### config.mk
export PLATFORM = sky130hd
export DESIGN_NAME = data_mem_hs
export DESIGN_NICKNAME = d
export VERILOG_FILES = /design/src/rtl/dmem_pkg.sv /design/src/rtl/dmem_array.sv /design/src/rtl/data_mem_hs.sv
export SDC_FILE = /design/constraint.sdc
export NUM_CORES = 1
export LEC_CHECK = 0
export ABC_CLOCK_PERIOD_IN_PS = 6960
export BUFFER_PORTS_ARGS = -buffer_cell sky130_fd_sc_hd__buf_4
export CORE_AREA = 2 2 316 318
export CTS_BUF_LIST = sky130_fd_sc_hd__clkbuf_8 sky130_fd_sc_hd__clkbuf_16
export DETAILED_ROUTE_END_ITERATION = 16
export DIE_AREA = 0 0 318 320
export GPL_ROUTABILITY_DRIVEN = 1
export GPL_TIMING_DRIVEN = 0
export PLACE_DENSITY = 0.62
export SLEW_MARGIN = 20
export SYNTH_ARGS = -nofsm -noshare
export SYNTH_HDL_FRONTEND = slang
export SYNTH_SLANG_ARGS = --single-unit
export TNS_END_PERCENT = 20
### constraint.sdc
create_clock -name clk -period 6.96 [get_ports clk]
set_input_delay 1.044 -clock clk [delete_from_list [all_inputs] [get_ports clk]]
set_output_delay 1.044 -clock clk [all_outputs]
set_load 0.02 [all_outputs]
### src/rtl/dmem_pkg.sv
// dmem_pkg: shared definitions for the handshaked data memory.
//   dmem_state_t  - controller states (IDLE, WAIT_ST, RESP)
//   clog2         - ceiling log2 usable in constant expressions
//   byte_lanes    - number of byte lanes in an N-bit word
//   index_width   - width of the word-index field for a given depth (min 1)
//   INIT_WORDS / init_word - power-up image of the storage array
package dmem_pkg;

    typedef enum logic [1:0] {
        IDLE    = 2'd0,
        WAIT_ST = 2'd1,
        RESP    = 2'd2
    } dmem_state_t;

    localparam int INIT_WORDS = 12;

    function automatic int clog2(input int value);
        int result;
        result = 0;
        for (int i = 0; i < 31; i++) begin
            if ((32'sd1 << i) < value) begin
                result = i + 1;
            end
        end
        return result;
    endfunction

    function automatic int byte_lanes(input int width);
        return width / 8;
    endfunction

    function automatic int index_width(input int depth);
        return (clog2(depth) > 0) ? clog2(depth) : 1;
    endfunction

    // Words 0..11 repeat the sequence 1..6; everything above is zero.
    function automatic logic [31:0] init_word(input int idx);
        logic [31:0] value;
        case (idx)
            0, 6:    value = 32'd1;
            1, 7:    value = 32'd2;
            2, 8:    value = 32'd3;
            3, 9:    value = 32'd4;
            4, 10:   value = 32'd5;
            5, 11:   value = 32'd6;
            default: value = 32'd0;
        endcase
        return value;
    endfunction

endpackage

### src/rtl/dmem_array.sv
// dmem_array: Depth x N word storage.
//   clk      - clock
//   reset    - synchronous active-high; clears only the read register
//   wr_en    - commit wr_data into word wr_idx on this edge
//   wr_idx   - word index for the write
//   wr_be    - per-byte write enables
//   wr_data  - write data
//   rd_en    - load rd_data from word rd_idx on this edge; otherwise rd_data clears
//   rd_idx   - word index for the read
//   rd_data  - registered read data (zero unless loaded on the previous edge)
// Storage is not affected by reset and powers up holding the package image.
module dmem_array
    import dmem_pkg::*;
#(
    parameter int N     = 32,
    parameter int Depth = 32,
    parameter int IW    = 5
) (
    input  logic             clk,
    input  logic             reset,
    input  logic             wr_en,
    input  logic [IW-1:0]    wr_idx,
    input  logic [N/8-1:0]   wr_be,
    input  logic [N-1:0]     wr_data,
    input  logic             rd_en,
    input  logic [IW-1:0]    rd_idx,
    output logic [N-1:0]     rd_data
);

    localparam int LANES = byte_lanes(N);

    logic [N-1:0] words_s [Depth];
    logic [N-1:0] rd_data_r;

    for (genvar w = 0; w < Depth; w++) begin : g_word
        logic [N-1:0] word_r = N'(init_word(w));
        logic         hit_s;

        assign hit_s = wr_en && (wr_idx == IW'(w));

        // Byte-lane write: lanes whose enable is clear keep their contents.
        always_ff @(posedge clk) begin
            for (int b = 0; b < LANES; b++) begin
                if (hit_s && wr_be[b]) begin
                    word_r[8*b +: 8] <= wr_data[8*b +: 8];
                end
            end
        end

        assign words_s[w] = word_r;
    end

    // Registered read port; clears whenever no read is requested so the
    // top can drive it straight onto data_out.
    always_ff @(posedge clk) begin
        if (reset) begin
            rd_data_r <= '0;
        end else if (rd_en && (int'(rd_idx) < Depth)) begin
            rd_data_r <= words_s[rd_idx];
        end else begin
            rd_data_r <= '0;
        end
    end

    assign rd_data = rd_data_r;

endmodule

### src/rtl/data_mem_hs.sv
// data_mem_hs: handshaked, byte-addressed data memory with wait states.
//   clk      - clock
//   reset    - synchronous active-high reset (aborts any transaction)
//   req      - request strobe, sampled only while ready=1
//   we       - 1 = write, 0 = read (sampled with req)
//   address  - byte address
//   be       - byte enables for writes
//   data_in  - write data
//   ready    - idle and able to accept a request
//   done     - one-cycle response pulse
//   data_out - read data while done=1 for a read, zero otherwise
//   err      - with done: misaligned or out-of-range access
module data_mem_hs
    import dmem_pkg::*;
#(
    parameter int N     = 32,
    parameter int Depth = 32,
    parameter int WAIT  = 1
) (
    input  logic             clk,
    input  logic             reset,
    input  logic             req,
    input  logic             we,
    input  logic [N-1:0]     address,
    input  logic [N/8-1:0]   be,
    input  logic [N-1:0]     data_in,
    output logic             ready,
    output logic             done,
    output logic [N-1:0]     data_out,
    output logic             err
);

    localparam int              LANES     = byte_lanes(N);
    localparam int              OFF_W     = clog2(LANES);
    localparam int              IW        = index_width(Depth);
    localparam int              CW        = (clog2(WAIT + 1) > 0) ? clog2(WAIT + 1) : 1;
    localparam bit              NO_WAIT   = (WAIT == 0);
    localparam logic [CW-1:0]   CNT_LOAD  = NO_WAIT ? CW'(0) : CW'(WAIT - 1);
    localparam logic [N-1:0]    OFF_MASK  = N'(LANES - 1);
    localparam logic [IW:0]     DEPTH_LIM = (IW + 1)'(Depth);

    dmem_state_t       state_r;
    dmem_state_t       state_next_s;
    logic              accept_s;
    logic [CW-1:0]     cnt_r;

    logic              we_r;
    logic [N-1:0]      addr_r;
    logic [N/8-1:0]    be_r;
    logic [N-1:0]      data_r;

    logic [N-1:0]      sel_addr_s;
    logic              sel_we_s;
    logic [IW-1:0]     sel_idx_s;
    logic              bad_s;

    logic              ready_r;
    logic              done_r;
    logic              err_r;
    logic              rd_en_s;
    logic              wr_en_s;
    logic [N-1:0]      rd_data_s;

    // Request seen by the checker and array: live inputs while idle (needed
    // when WAIT=0 goes straight to RESP), the captured copy otherwise.
    always_comb begin
        sel_addr_s = addr_r;
        sel_we_s   = we_r;
        if (state_r == IDLE) begin
            sel_addr_s = address;
            sel_we_s   = we;
        end else begin
            sel_addr_s = addr_r;
            sel_we_s   = we_r;
        end
    end

    // Word index and error classification; the bits above the index field
    // must be clear so no out-of-range address can alias a real word.
    always_comb begin
        sel_idx_s = IW'(sel_addr_s >> OFF_W);
        bad_s     = ((sel_addr_s & OFF_MASK) != '0)
                 || ((sel_addr_s >> (OFF_W + IW)) != '0)
                 || ({1'b0, sel_idx_s} >= DEPTH_LIM);
    end

    // Next-state logic.
    always_comb begin
        state_next_s = state_r;
        accept_s     = 1'b0;
        case (state_r)
            IDLE: begin
                if (req) begin
                    accept_s     = 1'b1;
                    state_next_s = NO_WAIT ? RESP : WAIT_ST;
                end else begin
                    state_next_s = IDLE;
                end
            end
            WAIT_ST: begin
                if (cnt_r == '0) begin
                    state_next_s = RESP;
                end else begin
                    state_next_s = WAIT_ST;
                end
            end
            RESP:    state_next_s = IDLE;
            default: state_next_s = IDLE;
        endcase
    end

    // State register.
    always_ff @(posedge clk) begin
        if (reset) begin
            state_r <= IDLE;
        end else begin
            state_r <= state_next_s;
        end
    end

    // Wait-state counter: loaded at acceptance, counts down in WAIT_ST.
    always_ff @(posedge clk) begin
        if (reset) begin
            cnt_r <= '0;
        end else if (accept_s) begin
            cnt_r <= CNT_LOAD;
        end else if ((state_r == WAIT_ST) && (cnt_r != '0)) begin
            cnt_r <= cnt_r - CW'(1);
        end else begin
            cnt_r <= cnt_r;
        end
    end

    // Request capture so the inputs may change after acceptance.
    always_ff @(posedge clk) begin
        if (reset) begin
            we_r   <= 1'b0;
            addr_r <= '0;
            be_r   <= '0;
            data_r <= '0;
        end else if (accept_s) begin
            we_r   <= we;
            addr_r <= address;
            be_r   <= be;
            data_r <= data_in;
        end else begin
            we_r   <= we_r;
            addr_r <= addr_r;
            be_r   <= be_r;
            data_r <= data_r;
        end
    end

    // Handshake outputs, registered from the next state.
    always_ff @(posedge clk) begin
        if (reset) begin
            ready_r <= 1'b1;
            done_r  <= 1'b0;
            err_r   <= 1'b0;
        end else begin
            ready_r <= (state_next_s == IDLE);
            done_r  <= (state_next_s == RESP);
            err_r   <= (state_next_s == RESP) && bad_s;
        end
    end

    // The read is taken on the edge entering RESP; the write commits on the
    // edge leaving RESP, so a following request always sees it.
    assign rd_en_s = (state_next_s == RESP) && !sel_we_s && !bad_s && !reset;
    assign wr_en_s = (state_r == RESP) && we_r && !bad_s && !reset;

    dmem_array #(
        .N     (N),
        .Depth (Depth),
        .IW    (IW)
    ) u_array (
        .clk     (clk),
        .reset   (reset),
        .wr_en   (wr_en_s),
        .wr_idx  (sel_idx_s),
        .wr_be   (be_r),
        .wr_data (data_r),
        .rd_en   (rd_en_s),
        .rd_idx  (sel_idx_s),
        .rd_data (rd_data_s)
    );

    assign ready    = ready_r;
    assign done     = done_r;
    assign err      = err_r;
    assign data_out = rd_data_s;

endmodule
After elaboration in Yosys (flattened, before gate mapping)
Cells that the tools add are included.
{"block": "totals", "regBits": 1131, "in_bits": 72, "output_inout_bits": 35, "word_cells": 365}
{"block": "op_classes", "add_sub_neg": 1, "magnitude_cmp": 1, "eq_ne": 34, "muxes": 10, "n_bitwise": 2, "n_reduce_logical": 179}
{"cell": "1-bit logical AND", "n": 168}
{"cell": "32-bit binary-select mux with 5-bit select", "n": 1}
{"cell": "32-bit two-way mux", "n": 3}
{"cell": "5-bit == test, second input constant", "n": 16}
{"cell": "32-bit nonzero test", "n": 2}
{"cell": "5-bit by 4-bit == test with 1-bit output, second input constant", "n": 8}
{"cell": "5-bit by 3-bit == test with 1-bit output, second input constant", "n": 4}
{"cell": "5-bit by 2-bit == test with 1-bit output, second input constant", "n": 2}
{"cell": "6-bit >= comparator, second input constant", "n": 1}
{"cell": "5-bit NOT with 6-bit output", "n": 1}
{"cell": "5-bit by 1-bit == test with 1-bit output, second input constant", "n": 1}
{"cell": "5-bit logical NOT", "n": 1}
{"cell": "2-bit == test, second input constant", "n": 2}
{"cell": "2-bit logical NOT", "n": 2}
{"cell": "1-bit two-way mux", "n": 4}
{"cell": "2-bit case mux with 2 select lines", "n": 1}
{"cell": "2-bit OR reduction", "n": 2}
{"cell": "1-bit logical NOT", "n": 3}
{"cell": "2-bit by 1-bit == test with 1-bit output, second input constant", "n": 1}
{"cell": "2-bit two-way mux", "n": 1}
{"cell": "1-bit logical OR", "n": 1}
{"cell": "1-bit NOT", "n": 1}
{"cell": "1-bit subtractor, second input constant", "n": 1}

Longest topological paths before layout
Gate-level depths: netlist (run 1).
{"block": "depth", "word_depth": 9, "ltp_mapped": 11, "mapped_depth_nobuf": 6}

Hierarchy
A second synthesis (run 1) with hierarchy kept.
{"block": "hier_totals", "cells_unflattened": 2223, "hier_area_um2": 43694.4}
{"module": "dmem_array", "instances": 1, "cells_per_inst": 1874, "area_per_inst_um2": 40909.2}
{"module": "data_mem_hs", "instances": 1, "cells_per_inst": 349, "area_per_inst_um2": 2785.2}

Least setup slack after synthesis (run 1)
OpenSTA, ideal clock, no wires.
{"block": "synth_path", "path_kind": "input port to flip-flop", "start": "input address[26]", "end": "register u_array.g_word[16].word_r[0], enable pin", "arrival_time_ns": 2.901, "required_time_ns": 6.590, "setup_slack_ns": 3.689, "cell_stages": 8, "n_path_buf": 2, "path_cell_list": "nor4_1 > nand4_1 > o41ai_2 > nand3_2 > or4_1 > buf_2 > buf_2 > nor2_1"}
{"block": "synth_between", "elab_chain_cells": 8}
{"element": "start, declared", "line": "data_mem_hs.sv:24", "text": "input logic [N-1:0] address,"}
{"element": "32-bit two-way mux", "line": "data_mem_hs.sv:69", "text": "if (state_r == IDLE) begin"}
{"element": "32-bit nonzero test", "line": "data_mem_hs.sv:83", "text": "|| ((sel_addr_s >> (OFF_W + IW)) != '0)"}
{"element": "1-bit logical OR", "line": "data_mem_hs.sv:83"}
{"element": "1-bit logical NOT", "line": "data_mem_hs.sv:170", "text": "assign wr_en_s = (state_r == RESP) && we_r && !bad_s && !reset;"}
{"element": "1-bit logical AND (2 in a row)", "line": "data_mem_hs.sv:170"}
{"element": "1-bit logical AND", "line": "dmem_array.sv:39", "text": "assign hit_s = wr_en && (wr_idx == IW'(w));"}
{"element": "1-bit logical AND", "line": "dmem_array.sv:44", "text": "if (hit_s && wr_be[b]) begin"}
{"element": "end signal, assigned by index", "line": "dmem_array.sv:45", "text": "word_r[8*b +: 8] <= wr_data[8*b +: 8];"}
{"element": "end, declared", "line": "dmem_array.sv:36", "text": "logic [N-1:0] word_r = N'(init_word(w));"}
Every way passes these cells.
A chain may end at the register's enable or synchronous reset.

Final worst setup path (run 1)
{"block": "layout_path", "start": "register state_r[1]", "end": "register u_array.g_word[13].word_r[24], enable pin"}
{"block": "layout_between", "elab_chain_cells": 9}
{"element": "start, declared", "line": "data_mem_hs.sv:42", "text": "dmem_state_t state_r;"}
{"element": "start signal, assigned", "line": "data_mem_hs.sv:117", "text": "state_r <= state_next_s;"}
{"element": "2-bit logical NOT", "line": "data_mem_hs.sv:69"}
{"element": "32-bit two-way mux", "line": "data_mem_hs.sv:69"}
{"element": "32-bit nonzero test, on equally long branches", "line": "data_mem_hs.sv:82, data_mem_hs.sv:83"}
{"element": "1-bit logical OR", "line": "data_mem_hs.sv:83"}
{"element": "1-bit logical NOT", "line": "data_mem_hs.sv:170"}
{"element": "1-bit logical AND (2 in a row)", "line": "data_mem_hs.sv:170"}
{"element": "1-bit logical AND (*)", "line": "dmem_array.sv:39"}
{"element": "1-bit logical AND (*)", "line": "dmem_array.sv:44"}
{"element": "end signal, assigned by index", "line": "dmem_array.sv:45"}
{"element": "end, declared", "line": "dmem_array.sv:36"}
Mark *: on every way between the ends. The rest lies on a longest branch, timed or not.

==> summary.txt, run 1 <==
Worst setup path
  • Kind of start point of the critical path: flip-flop
  • Worst Reg-to-Reg Cells: 8
  • Highest net fanout along the worst path: 10
  • Worst path top cell family by delay: simple AND/OR/NAND/NOR gates
  • Startpoint of the worst-slack reg-to-reg timing path: state_r[1]
  • Most frequent cell on the critical path: sky130_fd_sc_hd__buf_2
  • Capturing point of the worst reg2reg path: u_array.g_word[13].word_r[24]
  • Cell breakdown of the critical path: or2_1 > buf_2 > o21ai_1 > buf_2 > buf_2 > buf_2 > nand2_1 > nor2_1
  • Bufs and invs on worst path: 4
  • Critical path's slowest cell: sky130_fd_sc_hd__nor2_1
  • Type of the setup path with the least slack: reg -> reg
  • Required time worst endpoint: between 7 and 8 ns
  • Data arrival time of the critical path: 4.70 ns
  • Delay contributed by the slowest stage of the critical path: approximately 0.81 ns
  • CP endpoint kind: flip-flop
  • Reg-to-reg setup timing slack: 2.56 ns

Die
  • Floorplan die area: 102000 um2
  • Die outline width: 318 um
  • Initial standard-cell utilization of the core: ~45%
  • Boundary Pins: roughly 110
  • DIE HEIGHT: 320 um
  • Core Rows: 115
  • Core region area: 98000 um2

GRT
  • Global-route met2 utilization: 41.6%
  • Initial antenna violation count: 3
  • Pin count of the biggest net entering global routing: 34
  • Number of global-route vias before repair: approximately 27000
  • Busiest grt layer: met2
  • GR Util met3: 4.81%
  • Aggregate global-route resource usage: 25.2%
  • Global route overflow: 0
  • Wire length of the first global-routing pass: 185 mm
  • GR Util met1: between 30% and 40%

Hold path
  • Cell depth of the worst min-delay path: 2
  • Worst hold path class: reg -> reg
  • Destination of the worst hold path: addr_r[16]
  • Hold Startpoint: addr_r[16]

Power and ir drop
  • Share of power burned in registers: a little over half
  • Max VDD drop: between 200 and 250 uV
  • Net switching power: approximately 0.0035 W
  • Power per cell area: a little under 300 nW/um2
  • Switching share of total power: between 20 and 25%
  • Cell internal power dissipation: between 0.01 and 0.015 W
  • Share of power burned in combinational logic: 8.3%
  • Share of total power in the clock network: 39.6%
  • Lkg Pwr: 16.4 nW

Clocking
  • Resized Gates After CTS: 0
  • TritonCTS clock tree: done
  • Number of setup buffers added after CTS: 0
  • Skew-Pair Late Insertion Delay: 0.71 ns
  • Bufs on Longest Clock Path: 3
  • CTS Buf Count: between 100 and 150
  • CTS H-Tree Depth: 3
  • Post-CTS Hold Buffers: 0
  • Clock root buffer: sky130_fd_sc_hd__clkbuf_16
  • Clock Sinks: ~1100
  • Clock-pin slew of the registers on the worst-case setup and hold paths: 0.06 ns

Placed design
  • Worst slack after detailed placement: between 2 and 2.5 ns
  • Final weighted congestion of routability-driven global placement: 0.938
  • Placed instance area: 46400 um2
  • Half-perimeter wire length of the detailed placement result: between 90 and 100 mm
  • Port buffer count: 105

Synthesis
  • Post-Synthesis Cells: 2812
  • Synth top area share: 70.1%
  • Post-synth EDFFs: 1024
  • Number of distinct library cells after synthesis: 58
  • Top_reg_cell synth: sky130_fd_sc_hd__edfxtp_1
  • Cell type with the largest total area after synthesis: sky130_fd_sc_hd__edfxtp_1
  • Syn Nets: 2884
  • Avg Inst Size Synth: between 15 and 20 um2
  • Register area share after synthesis: 75.0%
  • Async S/R FF share, synth: 0%
  • Flip-flop and latch count after synthesis: 1131
  • Netlist area before placement: 43900 um2
  • Synth Warn #: 0
  • Largest cells by area after synthesis: sky130_fd_sc_hd__edfxtp_1 70%, sky130_fd_sc_hd__mux2i_1 4.9%, sky130_fd_sc_hd__dfxtp_1 4.9%

Finish
  • Cell area after layout: 49900 um2
  • Share of final-layout standard cells stronger than drive strength 1: 15.1%
  • Final core area utilization: 50.9%
  • Count of fill cells added during filler insertion: 8027
  • Total number of nets in the final design: around 3100
  • Signed area change from the synthesized netlist to the final layout: 13.8%

Timing
  • Highest clock frequency the design can meet: 0.227 GHz
  • Setup TNS: 0 ns
  • Worst Tran Pin Value: ~1.1 ns
  • Setup clock skew after layout: between 0.05 and 0.06 ns
  • Post-route setup slack: 2.56 ns
  • Tightest slew margin relative to the limit: between 20% and 30%
  • Final hold violation count: 0
  • Setup violators final: 0
  • Setup repair after global routing missed its margin: no
  • Fin crit period: 4.40 ns
  • Final worst path period share: 63.2%
  • Max Transition Viols Final: 0

Route
  • Final ANT Viol Nets: 0
  • Via count normalized by instance count: 6.06
  • Via count: roughly 27000
  • DRC errors left: 0
  • Routed WL: 130 mm
  • WL/cell: 29.5 um
  • Drt first pass iters: 6
  • Number of design-rule violations left by the first detailed-router iteration: about 3700

Outcome
  • Run status: completed

Job
  • Max-cap violations: 0
==> cell families (layout without fill, tap and decap cells) <==
logic type	Yosys count	after routing	share of synthesized area (%)
other	0	1	0
flip-flops	1131	1131	75.0
AO/OA/AOI/OAI	506	506	8.40
AND/OR/NAND/NOR	712	712	7.00
buffers and inverters	203	520	2.44
multiplexers	260	260	7.19
==> area by class of cell <==
type,count,area [um2],share of cell area (%)
diodes,1,2.50,0.00501
repair buffers,109,878,1.76
plain buffers,201,1060,2.13
clock inverters,89,574,1.15
flip-flops and latches,1131,32900,66.0
well taps,1287,1610,3.23
inverters,2,7.51,0.0150
multi-input cells,1478,9920,19.9
clock buffers,119,2930,5.88
==> cell usage in the layout (no fill, tap or decap), drive strengths merged, types with 3 or more instances in the layout <==
master	netlist	layout
clkbuf	76	195
inv	2	35
mux2i	215	215
a22o	21	21
o221ai	14	14
dfxtp	107	107
o22ai	31	31
nor2	152	152
nor3	15	15
nand2	422	422
a21oi	173	173
edfxtp	1024	1024
o22a	20	20
a221oi	63	63
bufinv	0	5
and2	3	3
a31oi	13	13
buf	125	234
or4	26	26
a211oi	32	32
nand3	4	4
a311o	20	20
mux4	44	44
o32a	40	40
o21ai	17	17
or3	4	4
clkinv	0	49
a22oi	11	11
a311oi	11	11
and3	31	31
or4b	3	3
nor4	22	22
o211a	20	20
o32ai	11	11
nand4	23	23
==> per-layer routing <==
metal  wire length (um)  up-vias
li1                   -    11400
met1              50800    13600
met2              61700     1491
met3              12800      258
met4               4890        2
met5                 13        -
==> registers in the layout (all words and copies together), names as in the netlist <==
signal and count:
addr_r 32, be_r 4, cnt_r 1, data_r 32, done 1, err 1
ready 1, state_r 2, u_array.g_word.word_r 1024, u_array.rd_data 32, we_r 1
==> power groups by stage <==
stage	Clock [W]	Combinational, W	Sequential, W
floorplan	0	0.000675	0.00764
global placement	0	0.00114	0.00772
detailed placement	0	0.00117	0.00772
CTS	0.00580	0.00118	0.00757
global route	0.00606	0.00125	0.00758
finish	0.00577	0.00121	0.00758
==> stage by stage <==
stage,hold WS [ns],total power (W),std cells
finish,0.454,0.0145,4417
global route,0.475,0.0149,4416
CTS,0.455,0.0145,4416
detailed placement,0.447,0.00889,4208
global placement,0.445,0.00886,4204
floorplan,0.435,0.00832,2812
==> worst max-delay path by stage <==
stage          depth (start not counted)                       endpoint  slack [ns]        start
3_5_place_dp                           8   u_array.g_word[13].word_r[4]        2.22   address[5]
3_3_place_gp                          10            u_array.rd_data[21]        2.21   address[2]
2_1_floorplan                          8   u_array.g_word[16].word_r[0]        3.69  address[26]
4_1_cts                                8   u_array.g_word[13].word_r[5]        2.66   state_r[1]
6_report                               8  u_array.g_word[13].word_r[24]        2.56   state_r[1]
5_1_grt                                8  u_array.g_word[14].word_r[19]        2.56   state_r[1]
==> synthesized netlist by cell type (14+ instances only) <==
cell type,number
sky130_fd_sc_hd__a211oi_1,32
sky130_fd_sc_hd__a21oi_1,173
sky130_fd_sc_hd__a221oi_1,61
sky130_fd_sc_hd__a22o_1,21
sky130_fd_sc_hd__a311o_1,20
sky130_fd_sc_hd__and3_1,31
sky130_fd_sc_hd__buf_2,71
sky130_fd_sc_hd__buf_4,28
sky130_fd_sc_hd__buf_6,15
sky130_fd_sc_hd__clkbuf_1,76
sky130_fd_sc_hd__dfxtp_1,107
sky130_fd_sc_hd__edfxtp_1,1024
sky130_fd_sc_hd__mux2i_1,215
sky130_fd_sc_hd__mux4_2,44
sky130_fd_sc_hd__nand2_1,418
sky130_fd_sc_hd__nand4_1,23
sky130_fd_sc_hd__nor2_1,150
sky130_fd_sc_hd__nor3_1,15
sky130_fd_sc_hd__nor4_1,22
sky130_fd_sc_hd__o211a_1,20
sky130_fd_sc_hd__o21ai_1,14
sky130_fd_sc_hd__o221ai_1,14
sky130_fd_sc_hd__o22a_1,20
sky130_fd_sc_hd__o22ai_1,31
sky130_fd_sc_hd__o32a_1,40
sky130_fd_sc_hd__or4_1,26
==> tightest hold or removal path: stages (launching register included) <==
cell and delay [ns]:
sky130_fd_sc_hd__dfxtp_1 0.31, sky130_fd_sc_hd__nand2_1 0.05, sky130_fd_sc_hd__a21oi_1 0.05
(Power assumes the default switching activity.)
==> run 2, diff against run 1 <==
--- a/config.mk
+++ b/config.mk
@@ -5,12 +5,13 @@
 export SDC_FILE = /design/constraint.sdc
 export NUM_CORES = 1
 export LEC_CHECK = 0
-export ABC_CLOCK_PERIOD_IN_PS = 6960
+export ABC_AREA = 1
+export ABC_CLOCK_PERIOD_IN_PS = 4400
 export BUFFER_PORTS_ARGS = -buffer_cell sky130_fd_sc_hd__buf_4
-export CORE_AREA = 2 2 316 318
+export CORE_AREA = 2 2 324 326
 export CTS_BUF_LIST = sky130_fd_sc_hd__clkbuf_8 sky130_fd_sc_hd__clkbuf_16
 export DETAILED_ROUTE_END_ITERATION = 16
-export DIE_AREA = 0 0 318 320
+export DIE_AREA = 0 0 326 328
 export GPL_ROUTABILITY_DRIVEN = 1
 export GPL_TIMING_DRIVEN = 0
 export PLACE_DENSITY = 0.62
==> constraint.sdc (replaced) <==
create_clock -name clk -period 4.4 [get_ports clk]
set_input_delay 0.66 -clock clk [delete_from_list [all_inputs] [get_ports clk]]
set_output_delay 0.66 -clock clk [all_outputs]
set_load 0.02 [all_outputs]
==> summary.txt, run 2 <==
Timing
  • Final hold violation count: 0 (unchanged)
  • Setup TNS: -16.77 ns (was 0 ns)
  • Worst Tran Pin Value: 1.12 ns (was 1.08 ns)
  • Post-route setup slack: -0.323 ns (was 2.56 ns)
  • Fin crit period: 4.72 ns (was 4.40 ns)
  • Setup violators final: 180 (was 0)
  • Final worst path period share: 107% (was 63.2%)
  • Hold_ws: 0.167 ns (was 0.454 ns)
  • Max Transition Viols Final: 0 (unchanged)
  • Setup clock skew after layout: 0.0285 ns (was 0.0568 ns)
  • Highest clock frequency the design can meet: 0.212 GHz (was 0.227 GHz)
  • Tightest slew margin relative to the limit: 24.9% (was 27.7%)
  • Setup repair after global routing missed its margin: yes (was no)

Placed design
  • Port buffer count: 106 (was 105)
  • Half-perimeter wire length of the detailed placement result: 107 mm (was 93.1 mm)
  • Worst slack after detailed placement: -0.410 ns (was 2.22 ns)
  • Final weighted congestion of routability-driven global placement: 0.964 (was 0.938)

Finish
  • Total number of nets in the final design: 4666 (was 3107)
  • Count of fill cells added during filler insertion: 9118 (was 8027)
  • Area of combinational cells with multiple inputs: 12200 um2 (was 9920 um2)
  • Total area of sequential cells: 32900 um2 (unchanged)
  • Signed area change from the synthesized netlist to the final layout: 14.7% (was 13.8%)
  • Commonest cells after routing, fill and taps aside: 1848 x sky130_fd_sc_hd__nand2_1, 1024 x sky130_fd_sc_hd__edfxtp_1, 516 x sky130_fd_sc_hd__nand3_1 (was 1024 x sky130_fd_sc_hd__edfxtp_1, 418 x sky130_fd_sc_hd__nand2_1, 215 x sky130_fd_sc_hd__mux2i_1)
  • Share of final-layout standard cells stronger than drive strength 1: 11.6% (was 15.1%)
  • Register with the highest flop count: u_array.g_word.word_r (unchanged)
  • Max FFs per register: 1024 (unchanged)
  • Commonest non-fill, non-tap cell in the layout: sky130_fd_sc_hd__nand2_1 (was sky130_fd_sc_hd__edfxtp_1)

Hold path
  • Cell depth of the worst min-delay path: 2 (unchanged)
  • Worst hold path class: in -> reg (was reg -> reg)

Worst setup path
  • Data arrival time of the critical path: 5.05 ns (was 4.70 ns)
  • Type of the setup path with the least slack: reg -> reg (unchanged)
  • Required time worst endpoint: 4.73 ns (was 7.26 ns)
  • Reg-to-reg setup timing slack: -0.32 ns (was 2.56 ns)
  • Highest net fanout along the worst path: 10 (unchanged)
  • CP endpoint kind: flip-flop (unchanged)
  • Kind of start point of the critical path: flip-flop (unchanged)
  • Worst Reg-to-Reg Cells: 9 (was 8)

Clocking
  • CTS H-Tree Depth: 3 (unchanged)
  • TritonCTS clock tree: done (unchanged)
  • Bufs on Longest Clock Path: 3 (unchanged)
  • Clock root buffer: sky130_fd_sc_hd__clkbuf_16 (unchanged)
  • Clock Sinks: 1131 (unchanged)
  • Skew-Pair Late Insertion Delay: 0.71 ns (about the same)
  • CTS Buf Count: 114 (was 112)
  • Clock-pin slew of the registers on the worst-case setup and hold paths: 0.07 ns (was 0.06 ns)

Die
  • Initial standard-cell utilization of the core: 44.8% (about the same)
  • Floorplan die area: 107000 um2 (was 102000 um2)
  • Boundary Pins: 107 (unchanged)
  • Core region area: 103000 um2 (was 98000 um2)
  • Die outline width: 326 um (was 318 um)
  • DIE HEIGHT: 328 um (was 320 um)
  • Core Rows: 118 (was 115)

Synthesis
  • Synth top cells by count: 1848 x sky130_fd_sc_hd__nand2_1, 1024 x sky130_fd_sc_hd__edfxtp_1, 516 x sky130_fd_sc_hd__nand3_1 (was 1024 x sky130_fd_sc_hd__edfxtp_1, 418 x sky130_fd_sc_hd__nand2_1, 215 x sky130_fd_sc_hd__mux2i_1)
  • Largest cells by area after synthesis: sky130_fd_sc_hd__edfxtp_1 66%, sky130_fd_sc_hd__nand2_1 15%, sky130_fd_sc_hd__nand3_1 5.6% (was sky130_fd_sc_hd__edfxtp_1 70%, sky130_fd_sc_hd__mux2i_1 4.9%, sky130_fd_sc_hd__dfxtp_1 4.9%)
  • Post-synth EDFFs: 1024 (unchanged)
  • Top_reg_cell synth: sky130_fd_sc_hd__edfxtp_1 (unchanged)
  • Synth Warn #: 0 (unchanged)
  • Syn Nets: 4420 (was 2884)
  • Async S/R FF share, synth: 0% (unchanged)
  • Cell type with the largest total area after synthesis: sky130_fd_sc_hd__edfxtp_1 (unchanged)
  • Flip-flop and latch count after synthesis: 1131 (unchanged)
  • Synth top area share: 66.5% (was 70.1%)
  • Most frequent cell after synthesis: sky130_fd_sc_hd__nand2_1 (was sky130_fd_sc_hd__edfxtp_1)
  • Register area share after synthesis: 71.1% (was 75.0%)
  • Netlist area before placement: 46200 um2 (was 43900 um2)
  • Number of distinct library cells after synthesis: 26 (was 58)
  • Post-Synthesis Cells: 4348 (was 2812)
  • Avg Inst Size Synth: 10.6 um2 (was 15.6 um2)

GRT
  • Pin count of the biggest net entering global routing: 34 (unchanged)
  • Aggregate global-route resource usage: 28.6% (was 25.2%)
  • Wire length of the first global-routing pass: 219 mm (was 185 mm)
  • Number of global-route vias before repair: 31500 (was 26600)
  • Global route overflow: 0 (unchanged)
  • Initial antenna violation count: 7 (was 3)

Route
  • Via count normalized by instance count: 5.55 (was 6.06)
  • Via count: 33700 (was 26800)
  • WL/cell: 25.4 um (was 29.5 um)
  • Number of design-rule violations left by the first detailed-router iteration: 4617 (was 3739)
  • Final ANT Viol Nets: 0 (unchanged)
  • Routed WL: 154 mm (was 130 mm)
  • DRC errors left: 0 (unchanged)
  • Drt first pass iters: 6 (unchanged)

Outcome
  • Run status: finished, violations left (was completed)
  • Violated checks: negative setup slack

Job
  • Max-cap violations: 0 (unchanged)

Power and ir drop
  • Max VDD drop: 322 uV (was 218 uV)
  • Lkg Pwr: 20.8 nW (was 16.4 nW)
  • Power per cell area: 460 nW/um2 (was 291 nW/um2)
-- run 2: changes by cell type in the layout (fill, tap and decap cells not counted), sizes merged, moves of 63 or more --
cell and change:
a21oi -163, nand3 +512, nand2 +1432, nor2 +204, mux2i -215, a221oi -63
-- run 2: cell families after synthesis --
group / after synthesis / share of synthesized area, %
AND/OR/NAND/NOR: 2804 / 24.6
flip-flops: 1131 / 71.1
buffers and inverters: 297 / 2.82
AO/OA/AOI/OAI: 116 / 1.44
-- run 2: final cells by class --
| class | count | area share, % |
|---|---|---|
| diodes | 6 | 0.0283 |
| plain buffers | 269 | 2.26 |
| clock buffers | 134 | 6.03 |
| clock inverters | 82 | 1.02 |
| inverters | 28 | 0.198 |
| multi-input cells | 2920 | 23.1 |
| flip-flops and latches | 1131 | 62.1 |
| well taps | 1380 | 3.26 |
| repair buffers | 130 | 2.07 |
-- run 2: final timing paths --
path | to | from
setup / recovery | u_array.g_word[17].word_r[1] | state_r[0]
hold / removal | we_r | reset
setup reg to reg | u_array.g_word[17].word_r[1] | state_r[0]
hold reg to reg | addr_r[4] | addr_r[4]
-- run 2: worst max-delay path: stages (launching register included) --
cell,delay (ns)
sky130_fd_sc_hd__dfxtp_1,0.40
sky130_fd_sc_hd__nor2_1,0.10
sky130_fd_sc_hd__buf_4,0.19
sky130_fd_sc_hd__o21ai_2,0.84
sky130_fd_sc_hd__buf_6,0.33
sky130_fd_sc_hd__buf_4,0.27
sky130_fd_sc_hd__nand2_2,0.12
sky130_fd_sc_hd__nor2_1,0.16
sky130_fd_sc_hd__nand4_1,0.81
sky130_fd_sc_hd__nor2_1,1.09
-- run 2: per-stage QoR --
step / instance area, um2 / util (%) / instances / power [W]
CTS: 52700 / 51.1 / 6059 / 0.0244
finish: 53000 / 51.4 / 6080 / 0.0244
floorplan: 46200 / - / 4348 / 0.0137
global placement: 48800 / 47.3 / 5834 / 0.0149
global route: 53000 / 51.4 / 6074 / 0.0250
detailed placement: 49000 / 47.5 / 5843 / 0.0149
-- run 2: what timing repair did --
action	4_1_cts	5_1_grt
gates resized for setup	7	53
pin swaps	0	2
buffers inserted	0	14
hold buffers	0	0
endpoints found under the hold margin	0	0
endpoints found under the setup margin	80	496
-- run 2: power breakdown --
group	internal, W	switching (W)	total [W]
Sequential	0.0119	0.000231	0.0121
Clock	0.00544	0.00420	0.00965
Combinational	0.000658	0.00203	0.00269
-- run 2: routing by layer --
| layer | vias up | wire length, um | track usage [%] |
|---|---|---|---|
| li1 | 15200 | - | - |
| met1 | 16300 | 61800 | 39.3 |
| met2 | 1861 | 68900 | 44.2 |
| met3 | 320 | 17000 | 5.93 |
| met4 | 2 | 6450 | 12.2 |
| met5 | - | 13 | 0 |
